[config.mk]
export PLATFORM = sky130hd
export DESIGN_NAME = square_iterative
export DESIGN_NICKNAME = d
export VERILOG_FILES = /design/src/rtl/square_iterative_pkg.sv /design/src/rtl/square_iterative.sv
export SDC_FILE = /design/constraint.sdc
export NUM_CORES = 1
export LEC_CHECK = 0
export BUFFER_PORTS_ARGS = -buffer_cell sky130_fd_sc_hd__buf_2
export CAP_MARGIN = 10
export CELL_PAD_IN_SITES_DETAIL_PLACEMENT = 1
export CELL_PAD_IN_SITES_GLOBAL_PLACEMENT = 2
export CORE_AREA = 2 2 92 94
export CTS_BUF_LIST = sky130_fd_sc_hd__clkbuf_8 sky130_fd_sc_hd__clkbuf_16
export DETAILED_ROUTE_END_ITERATION = 7
export DIE_AREA = 0 0 94 96
export GPL_TIMING_DRIVEN = 0
export PLACE_DENSITY = 0.7
export SLEW_MARGIN = 20
export SYNTH_ARGS = -nofsm -noshare
export SYNTH_HDL_FRONTEND = slang
export SYNTH_SLANG_ARGS = --single-unit
[constraint.sdc]
create_clock -name clk -period 2.7 [get_ports clk]
set_input_delay 0.54 -clock clk [delete_from_list [all_inputs] [get_ports clk]]
set_output_delay 0.54 -clock clk [all_outputs]
set_load 0.02 [all_outputs]
[src/rtl/square_iterative_pkg.sv]
// Shared arithmetic package: default operand/result widths and the
// state encoding used by the iterative root/square blocks.
package square_iterative_pkg;

    localparam int unsigned DefaultWidthInput  = 8;
    localparam int unsigned DefaultWidthOutput = 2 * DefaultWidthInput;

    typedef enum logic [1:0] {
        StIdle = 2'd0,
        StBusy = 2'd1,
        StDone = 2'd2
    } sq_state_e;

endpackage

[src/rtl/square_iterative.sv]
// Iterative unsigned squarer: one shift-and-add step per operand bit, LSB first,
// with a valid/ready handshake on both the operand and the result side.
module square_iterative
    import square_iterative_pkg::*;
#(
    parameter int unsigned WIDTH_INPUT  = DefaultWidthInput,
    parameter int unsigned WIDTH_OUTPUT = 2 * WIDTH_INPUT
) (
    input  logic                    clk,
    input  logic                    rst,
    input  logic                    valid_in,
    output logic                    ready_in,
    input  logic [WIDTH_INPUT-1:0]  root,
    output logic                    valid_out,
    input  logic                    ready_out,
    output logic [WIDTH_OUTPUT-1:0] square
);

    localparam int unsigned CntW = $clog2(WIDTH_INPUT + 1);
    localparam logic [CntW-1:0] LastBit = CntW'(WIDTH_INPUT - 1);

    sq_state_e               state_q, state_d;
    logic [WIDTH_INPUT-1:0]  op_q;
    logic [WIDTH_OUTPUT-1:0] acc_q;
    logic [CntW-1:0]         cnt_q;

    logic                    bit_k;
    logic [WIDTH_OUTPUT-1:0] addend;

    // Mask-and-reduce avoids indexing op_q with a counter wider than its index.
    assign bit_k  = |(op_q & (WIDTH_INPUT'(1) << cnt_q));
    assign addend = WIDTH_OUTPUT'(op_q) << cnt_q;

    always_ff @(posedge clk) begin
        if (rst) begin
            state_q <= StIdle;
        end else begin
            state_q <= state_d;
        end
    end

    always_comb begin
        state_d = state_q;
        unique case (state_q)
            StIdle:  if (valid_in) state_d = StBusy;
            StBusy:  if (cnt_q == LastBit) state_d = StDone;
            StDone:  if (ready_out) state_d = StIdle;
            default: state_d = StIdle;
        endcase
    end

    always_comb begin
        ready_in  = (state_q == StIdle);
        valid_out = (state_q == StDone);
        square    = acc_q;
    end

    always_ff @(posedge clk) begin
        if (rst) begin
            op_q  <= '0;
            acc_q <= '0;
            cnt_q <= '0;
        end else if (state_q == StIdle && valid_in) begin
            op_q  <= root;
            acc_q <= '0;
            cnt_q <= '0;
        end else if (state_q == StBusy) begin
            if (bit_k) acc_q <= acc_q + addend;
            cnt_q <= cnt_q + CntW'(1);
        end
    end

endmodule

---- Yosys cells after proc, flatten, opt, wreduce, memory -nomap -nowiden ----
Index checks and enable logic that the tools add are counted.
storage, ports and cells
  bits in latches ......................... 0
  input bits .............................. 12
  flip-flop bits (word level) ............. 30
  bits in writable memories ............... 0
  bits in read-only memories .............. 0
  logic and storage cells ................. 25
  memories kept ........................... 0
operators by class
  bitwise gates (word level) .............. 1
  $mul .................................... 0
  reduce and logical (&&, ||, !) cells .... 6
  shift-type cells ........................ 2
  order comparisons ....................... 0
  eq/ne operators ......................... 6
  muxes and demuxes ....................... 4
  add/sub/neg operators ................... 2
  div/mod/pow operators ................... 0
operators with widths
  cell                 count
  $add 16x16->16       1
  $shl 8x4->16         1
  $and 8x8->8          1
  $reduce_or 8->1      1
  $shl 1x4->8 const A  1
  $mux 2               3
  $pmux 2 s3           1
  $add 4x1->4 const B  1
  $eq 4x3->1 const B   1
  $ne 2x2->1 const B   2
  $reduce_and 3->1     1
  $eq 2x1->1 const B   1
  $eq 2x2->1 const B   1
  $logic_not 2->1      1
  $ne 2x1->1 const B   1
  $reduce_and 2->1     1
  $reduce_or 2->1      1
  $logic_and 1x1->1    1

---- Depth between registers and ports, before layout ----
Gate-level depths: netlist of run 1.
  depth after elaboration ................. 4
  mapped depth ............................ 14
  depth with buffers taken out ............ 11

---- Least setup slack after synthesis of run 1 ----
OpenSTA, ideal clock, no wires.
  path kind ............................... register -> register
  from .................................... register cnt_q[0]
  to ...................................... register acc_q[11], in the netlist square[11]
  slack ................................... -0.222 ns
  period minus slack after synthesis ...... 2.922 ns
  arrival ................................. 2.804 ns
  buffers on the path ..................... 3
  cell stages (with the launch flop) ...... 13
  cells stage by stage .................... dfxtp_1 > clkbuf_1 > buf_1 > o21ai_0 > o21ai_0 > o22ai_1 > ha_1 > buf_6 > and4_4 > and2_4 > a211o_1 > a211o_1 > a32o_1
on the way
  longest elaborated chain between the ends .. 4
  elaborated cells on any way between the ends .. 6
  classes of those cells .................. add/sub (1); shift (2); bitwise (1); reduce/logical (2)
ends and longest elaborated chain
  what                                                                    RTL line                text
  start: declaration                                                      square_iterative.sv:25  logic [CntW-1:0] cnt_q;
  start signal: assignment                                                square_iterative.sv:69  cnt_q <= cnt_q + CntW'(1);
  parallel branches: the longest is 4 deep, another holds $add 16x16->16  -
  end signal: assignment                                                  square_iterative.sv:68  if (bit_k) acc_q <= acc_q + addend;
  end: declaration                                                        square_iterative.sv:24  logic [WIDTH_OUTPUT-1:0] acc_q;
Parallel ways; which one is timed is not known.
A chain may end at the register's enable or synchronous reset.

---- Worst setup path in the final report of run 1 ----
Ends and elaborated chain as after synthesis.

==> flow_summary.toml, run 1 <==
[outcome]
status = "finished, violations left"
violations = "negative setup slack"

[floorplan]
die-height_um = 96
die-area_mm2 = 0.00902
row_count = 33
coreArea_mm2 = 0.00805
die_w_um = 94
ioPinCount = 30
start_util_pct = 30.0

[route]
vias = 2537
viasPerCell = 5.35
wire_per_inst_um = 17.8
routed_wl_mm = 8.42
drt-pass1-iter-count = 4
drc = 0
drt_iter0_markers = 75
ant_nets = 0

[worst_setup_path]
crit_path_end_kind = "flip-flop"
path_cells = "buf_8 -> mux2_4 -> nand2_4 -> nor2_2 -> a21oi_2 -> o22ai_2 -> ha_1 -> buf_6 -> and4_4 -> and2_4 -> a211o_1 -> a211o_1 -> a32o_1"
slowest_stage = "dfxtp_2"
path_common_cell = "a211o_1"
critPathMaxFanout = 7
critPathMaxStageDelay_ps = 360
crit_family = "compound AO/OA/AOI/OAI gates"
path_buf_inv = 2
crit_required_ps = 2870
arrival_ps = 2950
path_class = "flip-flop to flip-flop"
start_kind = "flip-flop"

[synthesis]
synth_area_mm2 = 0.00242
synth_top_flop_cell = "dfxtp_1"
synth-edff-count = 0
yosysSeqAreaShare_pct = 24.8
ys.warnings.count = 0
async_flop_share_pct = 0
synth_cell_type_count = 51
yosys_register_bits = 30
syn_area_per_cell_um2 = 7.95
syn-instance-count = 304
synth_nets = 338

[cells_and_area]
drive_gt1_share_pct = 45.3
final_area_mm2 = 0.00355
area_growth_pct = 46.8
n_fill_cell = 954
final_nets = 402
finish.utilization_pct = 44.1
insertedDiodeCount = 0
final_cell_mix = "buf_2 (30), buf_4 (30), nor2_1 (28)"

[cts]
cts_root_buf = "clkbuf_8"
clk_pin_slew_worst_paths_ps = 80
numCtsBuffers = 5
clkLatencyLatePin_ps = 280
cts_hold_buf = 0
cts.sinks = 30
cts_max_level = 2
cts_tree = "built"
cts.path.max_buffers = 2

[sta]
grt_setup_unrepaired = "yes"
finalSetupTns_ps = -149
setup_viol = 2
worst_slack_ps = -78.3
fmax_mhz = 360
max_slew.worst_pin.slew_ps = 589
period_needed_ps = 2780
max-slew-margin-rel_pct = 60.7
maxSlewViolCount = 0
post-route-period-util_pct = 103
worst_clock_skew_ps = 3.98
hold_viol_final = 0

[place]
port_buffers = 29
placed_area_mm2 = 0.00275
dp_hpwl_mm = 5.92
globalplace.congestion = 0.847

[grt]
overflow = 0
grt_start_max_net_pins = 11
antenna_found_initial = 0
grt_usage_pct = 18.7
grt_pass1_vias = 2461
grt_pass1_wl_mm = 13.1

[min_path]
hp-class = "input pin to flip-flop"

[power]
peakVddDrop_uv = 196
p_leak_nw = 1.46
power.density_mw_per_mm2 = 337
power_mw = 1.20

[job]
maxCapViolations = 0
-- state kept, by name (all words and copies together) (netlist names) --
| signal | cells |
|---|---|
| state_q | 2 |
| cnt_q | 4 |
| op_q | 8 |
| square | 16 |
-- cell families after synthesis --
group	after synthesis	synth area share, %
simple gates	108	21.0
compound gates	89	25.1
flops	30	24.8
buf+inv	26	5.64
fa+ha+maj	22	11.7
mux	20	8.49
xor+xnor	9	3.26
-- layout make-up --
| type | count | area, um^2 | share of cell area (%) |
|---|---|---|---|
| Multi-Input combinational cell | 248 | 2130 | 59.9 |
| Sequential cell | 30 | 611 | 17.2 |
| Timing Repair Buffer | 62 | 408 | 11.5 |
| Buffer | 15 | 151 | 4.27 |
| Tap cell | 105 | 131 | 3.70 |
| Clock buffer | 6 | 82.6 | 2.33 |
| Inverter | 6 | 26.3 | 0.740 |
| Clock inverter | 2 | 12.5 | 0.352 |
-- through the flow --
stage          hold WS (ps)  setup WS (ps)  cells
2_1_floorplan           460           10.5    304
3_3_place_gp            463           -472    438
3_5_place_dp            475           -478    438
4_1_cts                 482           -125    467
5_1_grt                 484           -180    474
6_report                487          -78.3    474
-- metal layers --
layer  track usage, %  vias to the layer above  share of wire (%)
met1             24.9                     1247                 45
met4             5.07                        0                1.4
met5                0                        -                  0
met3             2.82                        6                2.9
li1                 -                     1243                  -
met2             31.7                       41                 51
-- cell usage after synthesis (4+ instances only) --
cell type   n  area (um^2)
clkbuf_1   10         37.5
a22o_1      4         35.0
inv_1       6         22.5
o21ai_0    11         55.1
buf_6       4         45.0
ha_1       21          263
o211ai_1    6         45.0
nand3_1     9         45.0
nand2_1    31          116
nor2b_1     4         25.0
mux2i_1    16          160
o21ai_1     4         20.0
xnor2_1     6         52.6
a21oi_1    27          135
nor2_1     35          131
mux2_2      4         45.0
buf_2       4         20.0
o22ai_1     5         31.3
or3_1       4         25.0
a211o_1     7         61.3
dfxtp_1    30          601
nor3_1      6         30.0
-- report_power, final --
group	switching, mW	leakage, nW	internal, mW
sequential	0.0188	0.246	0.454
clock	0.204	0.0472	0.205
combinational	0.166	1.17	0.149
-- repair_timing --
action,in CTS,in global routing
pin swaps,32,29
endpoints found under the hold margin,0,0
buffers inserted,23,11
setup endpoints to repair,11,9
cloned,0,0
resized for setup,69,41
-- worst paths after layout --
kind	cells past startpoint	to	startpoint	slack (ps)
worst max-delay path	13	square[11]$_SDFFE_PP0P_	cnt_q[0]$_SDFFE_PP0P_	-80
worst min-delay path	3	op_q[0]$_SDFFE_PP0P_	root[0]	490
worst max register to register	13	square[11]$_SDFFE_PP0P_	cnt_q[0]$_SDFFE_PP0P_	-80
worst min register to register	2	square[3]$_SDFFE_PP0P_	square[3]$_SDFFE_PP0P_	490
-- tightest hold or removal path, cell delays in order --
cell and delay (ps):
buf_2 70, mux2i_1 50, nor2_1 70
Power figures use the tool's default switching activity.
==> run 2: changes to the inputs <==
--- a/config.mk
+++ b/config.mk
@@ -14,7 +14,7 @@
 export DETAILED_ROUTE_END_ITERATION = 7
 export DIE_AREA = 0 0 94 96
 export GPL_TIMING_DRIVEN = 0
-export PLACE_DENSITY = 0.7
+export PLACE_DENSITY_LB_ADDON = 0.05
 export SLEW_MARGIN = 20
 export SYNTH_ARGS = -nofsm -noshare
 export SYNTH_HDL_FRONTEND = slang
==> run 2 against run 1 <==
Effect of this change:
- the run still ends with negative setup slack left
- critical endpoint is now square[15]$_SDFFE_PP0P_
- highest routed layer unchanged
- register-to-register slack about the same
- final area down 1.3%
- sequential power about the same
- via count down 1.1%
==> flow_summary.toml, run 2 (synthesis results as in run 1) <==
[cts]
cts_max_level = 2
clkLatencyLatePin_ps = 300
cts_hold_buf = 0
cts.sinks = 30
cts_root_buf = "clkbuf_8"
numCtsBuffers = 5
cts_tree = "built"
clk_pin_slew_worst_paths_ps = 70
cts.path.max_buffers = 2

[route]
wire_per_inst_um = 17.5
vias = 2509
drt_iter0_markers = 56
viasPerCell = 5.32
drc = 0
ant_nets = 0
drt-pass1-iter-count = 5
routed_wl_mm = 8.26

[worst_setup_path]
crit_path_end_kind = "flip-flop"
arrival_ps = 2960
slowest_stage = "dfxtp_2"
path_common_cell = "buf_4"
path_class = "flip-flop to flip-flop"
critPathMaxStageDelay_ps = 350
critPathMaxFanout = 7
path_buf_inv = 5
r2r-end = "square[15]$_SDFFE_PP0P_"
crit_family = "compound AO/OA/AOI/OAI gates"
r2r_cells = 14
endpoint = "square[15]$_SDFFE_PP0P_"
crit_start = "cnt_q[0]$_SDFFE_PP0P_"
crit_required_ps = 2870
r2r_start = "cnt_q[0]$_SDFFE_PP0P_"
reg2reg_slack_ps = -90
cp_num_cells = 14
path_cells = "buf_8 -> clkinvlp_4 -> buf_4 -> nor2_2 -> nor3_1 -> a21oi_1 -> nor2_1 -> ha_4 -> inv_1 -> o31ai_2 -> buf_4 -> nor4_2 -> a211o_1 -> mux2i_1"
start_kind = "flip-flop"

[outcome]
status = "finished, violations left"
violations = "negative setup slack"

[sta]
finalSetupTns_ps = -207
period_needed_ps = 2790
max-slew-margin-rel_pct = 59.8
maxSlewViolCount = 0
grt_setup_unrepaired = "yes"
fmax_mhz = 359
worst_slack_ps = -88.1
hold_viol_final = 0
setup_viol = 3
worst_clock_skew_ps = 12.9
max_slew.worst_pin.slew_ps = 603
post-route-period-util_pct = 103

[place]
port_buffers = 29
globalplace.congestion = 0.825
dp_hpwl_mm = 6.04
place_inst = 438

[cells_and_area]
insertedDiodeCount = 0
area_growth_pct = 44.9
final_cells = 472
final_nets = 400
final_common_cell = "nor2_1"
final_cell_mix = "nor2_1 (31), buf_4 (30), buf_2 (30)"
n_fill_cell = 974
largest_reg_flops = 16
finish.utilization_pct = 43.5
drive_gt1_share_pct = 42.5

[power]
power.density_mw_per_mm2 = 355
p_leak_nw = 1.47
peakVddDrop_uv = 175

[grt]
antenna_found_initial = 0
grt_start_max_net_pins = 11
grt_usage_pct = 19.0
overflow = 0
grt_pass1_vias = 2525
grt_pass1_wl_mm = 13.2

[floorplan]
die-height_um = 96
die_w_um = 94
row_count = 33
start_util_pct = 30.0
ioPinCount = 30
die-area_mm2 = 0.00902
coreArea_mm2 = 0.00805

[job]
maxCapViolations = 0

[min_path]
hp-class = "flip-flop to flip-flop"
==> run 2: final cells by class <==
class,count,area (um^2),area share (%)
Timing Repair Buffer,58,367,10.5
Buffer,17,176,5.04
Sequential cell,30,609,17.4
Multi-Input combinational cell,248,2080,59.3
Tap cell,105,131,3.75
Inverter,6,30.0,0.857
Clock buffer,8,110,3.14
==> run 2: layer usage <==
layer | track usage, % | vias up | part of all wire (%)
met1 | 23.0 | 1239 | 45
met3 | 2.66 | 8 | 1.8
met2 | 35.3 | 28 | 52
li1 | - | 1234 | -
met5 | 0 | - | 0
met4 | 4.83 | 0 | 1.3
==> run 2: worst min-delay path by stage <==
stage,start,to,depth (start not counted)
after CTS,root[5],op_q[5]$_SDFFE_PP0P_,3
final,square[0]$_SDFFE_PP0P_,square[0]$_SDFFE_PP0P_,2
after floorplan,state_q[1]$_SDFFE_PP0P_,state_q[0]$_SDFFE_PP0P_,1
after global placement,square[4]$_SDFFE_PP0P_,square[4]$_SDFFE_PP0P_,2
after global routing,root[6],op_q[6]$_SDFFE_PP0P_,3
after detailed placement,square[0]$_SDFFE_PP0P_,square[0]$_SDFFE_PP0P_,2
==> run 2: per-stage QoR <==
step           hold WS (ps)  worst slack (ps)  total power, mW  instance area (um^2)
2_1_floorplan           460              10.5            0.632                  2470
3_5_place_dp            471              -551            0.698                  2750
3_3_place_gp            460              -579            0.697                  2750
4_1_cts                 480             -77.2             1.24                  3350
6_report                480             -88.1             1.24                  3500
5_1_grt                 499              -195             1.31                  3500
==> run 2: report_power, final <==
part	total [mW]	switching, mW	leakage [nW]	internal [mW]
Combinational	0.312	0.165	1.17	0.148
Sequential	0.472	0.0184	0.246	0.454
Clock	0.459	0.201	0.0575	0.258
==> run 2: worst register-to-register path, cell delays in order (launching register included) <==
cell	delay [ps]
dfxtp_2	350
buf_8	140
clkinvlp_4	170
buf_4	180
nor2_2	150
nor3_1	70
a21oi_1	130
nor2_1	110
ha_4	320
inv_1	80
o31ai_2	280
buf_4	160
nor4_2	40
a211o_1	350
mux2i_1	150
==> run 2: what timing repair did <==
item	CTS	global route
setup endpoints to repair	11	8
resized for setup	74	23
pin swaps	30	30
setup buffers	20	9
==> run 3: changes to the inputs <==
--- a/config.mk
+++ b/config.mk
@@ -5,14 +5,15 @@
 export SDC_FILE = /design/constraint.sdc
 export NUM_CORES = 1
 export LEC_CHECK = 0
+export ABC_AREA = 1
 export BUFFER_PORTS_ARGS = -buffer_cell sky130_fd_sc_hd__buf_2
 export CAP_MARGIN = 10
 export CELL_PAD_IN_SITES_DETAIL_PLACEMENT = 1
 export CELL_PAD_IN_SITES_GLOBAL_PLACEMENT = 2
-export CORE_AREA = 2 2 92 94
+export CORE_AREA = 2 2 97 99
 export CTS_BUF_LIST = sky130_fd_sc_hd__clkbuf_8 sky130_fd_sc_hd__clkbuf_16
 export DETAILED_ROUTE_END_ITERATION = 7
-export DIE_AREA = 0 0 94 96
+export DIE_AREA = 0 0 99 101
 export GPL_TIMING_DRIVEN = 0
 export PLACE_DENSITY_LB_ADDON = 0.05
 export SLEW_MARGIN = 20
==> run 3 against run 2 <==
Effect of this change:
- the flow now finishes without violations
- power grew 2.8%
- count of clock-buffer cells in the layout shrank 3
- register-to-register slack gained 280 ps
- critical path type unchanged
- largest power group unchanged
- highest routed layer unchanged
==> flow_summary.toml, run 3 <==
[grt]
grt_pass1_wl_mm = 12.7
grt_pass1_vias = 2510
antenna_found_initial = 0
grt_usage_pct = 16.2
overflow = 0
grt_start_max_net_pins = 11

[cells_and_area]
final_cell_mix = "nand2_1 (94), nor2_1 (55), inv_1 (39)"
drive_gt1_share_pct = 22.2
area_growth_pct = 25.9
final_common_cell = "nand2_1"
largest_reg_flops = 16
insertedDiodeCount = 0
final_nets = 461
finish.utilization_pct = 34.0

[worst_setup_path]
path_class = "flip-flop to flip-flop"
arrival_ps = 2690
critPathMaxFanout = 8
start_kind = "flip-flop"
crit_required_ps = 2880
crit_path_end_kind = "flip-flop"

[cts]
cts.sinks = 30
numCtsBuffers = 5
clkLatencyLatePin_ps = 290
cts_root_buf = "clkbuf_8"
cts.path.max_buffers = 2
clk_pin_slew_worst_paths_ps = 80
cts_tree = "built"
cts_max_level = 2
cts_hold_buf = 0

[synthesis]
netlist_top_cells_count = "nand2_1 (103), nor2_1 (57), inv_1 (41), dfxtp_1 (30), a21oi_1 (28)"
async_flop_share_pct = 0
syn-instance-count = 382
synth_nets = 416
yosys.area.top_type = "dfxtp_1"
syn_area_per_cell_um2 = 6.34
yosysSeqAreaShare_pct = 24.8
yosys.area.top_type_share_pct = 24.8
yosys_register_bits = 30
synth-edff-count = 0
synthTopCellsByArea = "dfxtp_1 (25%), nand2_1 (16%), ha_1 (11%)"
synth_most_common_cell = "nand2_1"
synth_cell_type_count = 35
synth_area_mm2 = 0.00242
ys.warnings.count = 0
synth_top_flop_cell = "dfxtp_1"

[sta]
setup_viol = 0
hold_viol_final = 0
grt_setup_unrepaired = "yes"
period_needed_ps = 2510
max-slew-margin-rel_pct = 68.6
maxSlewViolCount = 0
finalSetupTns_ps = 0
worst_clock_skew_ps = 7.25
post-route-period-util_pct = 92.9
fmax_mhz = 399
worst_slack_ps = 192
max_slew.worst_pin.slew_ps = 468

[route]
ant_nets = 0
met1Wirelength_mm = 3.73
routed_wl_mm = 7.80
vias = 2492
drc = 0
wire_per_inst_um = 14.5
dr_wl_met2_mm = 3.84
highest_layer = "met4"
wl_met3_um = 154
drt_iter0_markers = 56
drt-pass1-iter-count = 4
viasPerCell = 4.62

[place]
dp_hpwl_mm = 6.27
dp_slack_ps = -466
port_buffers = 29
globalplace.congestion = 0.801

[floorplan]
row_count = 35
start_util_pct = 27.0
ioPinCount = 30
die-area_mm2 = 0.0100
coreArea_mm2 = 0.00898
die-height_um = 101
die_w_um = 99

[outcome]
status = "finished, final reports clean"

[power]
peakVddDrop_uv = 165
p_leak_nw = 1.52
power.density_mw_per_mm2 = 419

[min_path]
hp-class = "input pin to flip-flop"

[job]
maxCapViolations = 0
## run 3: power by group
| part | switching, mW | internal [mW] | total [mW] |
|---|---|---|---|
| clock network | 0.201 | 0.272 | 0.473 |
| registers | 0.0276 | 0.465 | 0.493 |
| logic | 0.194 | 0.118 | 0.312 |
| total | 0.422 | 0.855 | 1.28 |
## run 3: routing by layer
layer	GRT usage (%)	up-vias
met3	2.29	7
met2	29.1	26
met4	3.79	0
li1	-	1330
met1	20.3	1129
met5	0	-
## run 3: logic make-up after synthesis
logic type	after synthesis	share of synthesized area [%]
AO/OA/AOI/OAI	71	16.3
XOR/XNOR	9	3.25
adder cells (fa/ha/maj)	22	11.7
buffers and inverters	54	10.4
flip-flops	30	24.8
multiplexers	1	0.413
AND/OR/NAND/NOR	195	33.1
## run 3: final timing paths
kind | startpoint | to | slack (ps) | cells after the start
worst min register to register | square[2]$_SDFFE_PP0P_ | square[2]$_SDFFE_PP0P_ | 490 | 2
worst max-delay path | cnt_q[0]$_SDFFE_PP0P_ | square[7]$_SDFFE_PP0P_ | 190 | 16
worst max register to register | cnt_q[0]$_SDFFE_PP0P_ | square[7]$_SDFFE_PP0P_ | 190 | 16
worst min-delay path | rst | state_q[0]$_SDFFE_PP0P_ | 460 | 2
## run 3: through the flow
stage | hold WS [ps] | cells | power (mW) | area, um^2
6_report | 465 | 539 | 1.28 | 3050
2_1_floorplan | 452 | 382 | 0.690 | 2420
3_5_place_dp | 489 | 522 | 0.778 | 2710
4_1_cts | 453 | 530 | 1.26 | 2830
3_3_place_gp | 479 | 522 | 0.775 | 2710
5_1_grt | 474 | 539 | 1.36 | 3050
## run 3: final cells by class
type                            count  area [um^2]
Buffer                              8         80.1
Clock buffer                        5         68.8
Clock inverter                      3         41.3
Fill cell                        1167         5930
Inverter                           46          189
Multi-Input combinational cell    298         1710
Sequential cell                    30          608
Tap cell                          111          139
Timing Repair Buffer               38          213
## run 3: worst max-delay path: stages (launching register included)
cell and delay, ps:
dfxtp_4 380, inv_2 140, nand2_1 90, nand2_1 60, inv_1 40, nor2_1 150
o21ai_1 140, nor2_1 220, ha_4 260, nand2_2 90, inv_1 50, a21oi_2 140
nand2_2 120, buf_4 150, xor2_1 120, o21ai_0 170, nor2_1 50
## run 3: repair_timing
item                       CTS  global route
pin swaps                    0            15
cloned                       0             0
setup buffers                0             9
gates resized for setup     11            39
setup endpoints to repair   10             7
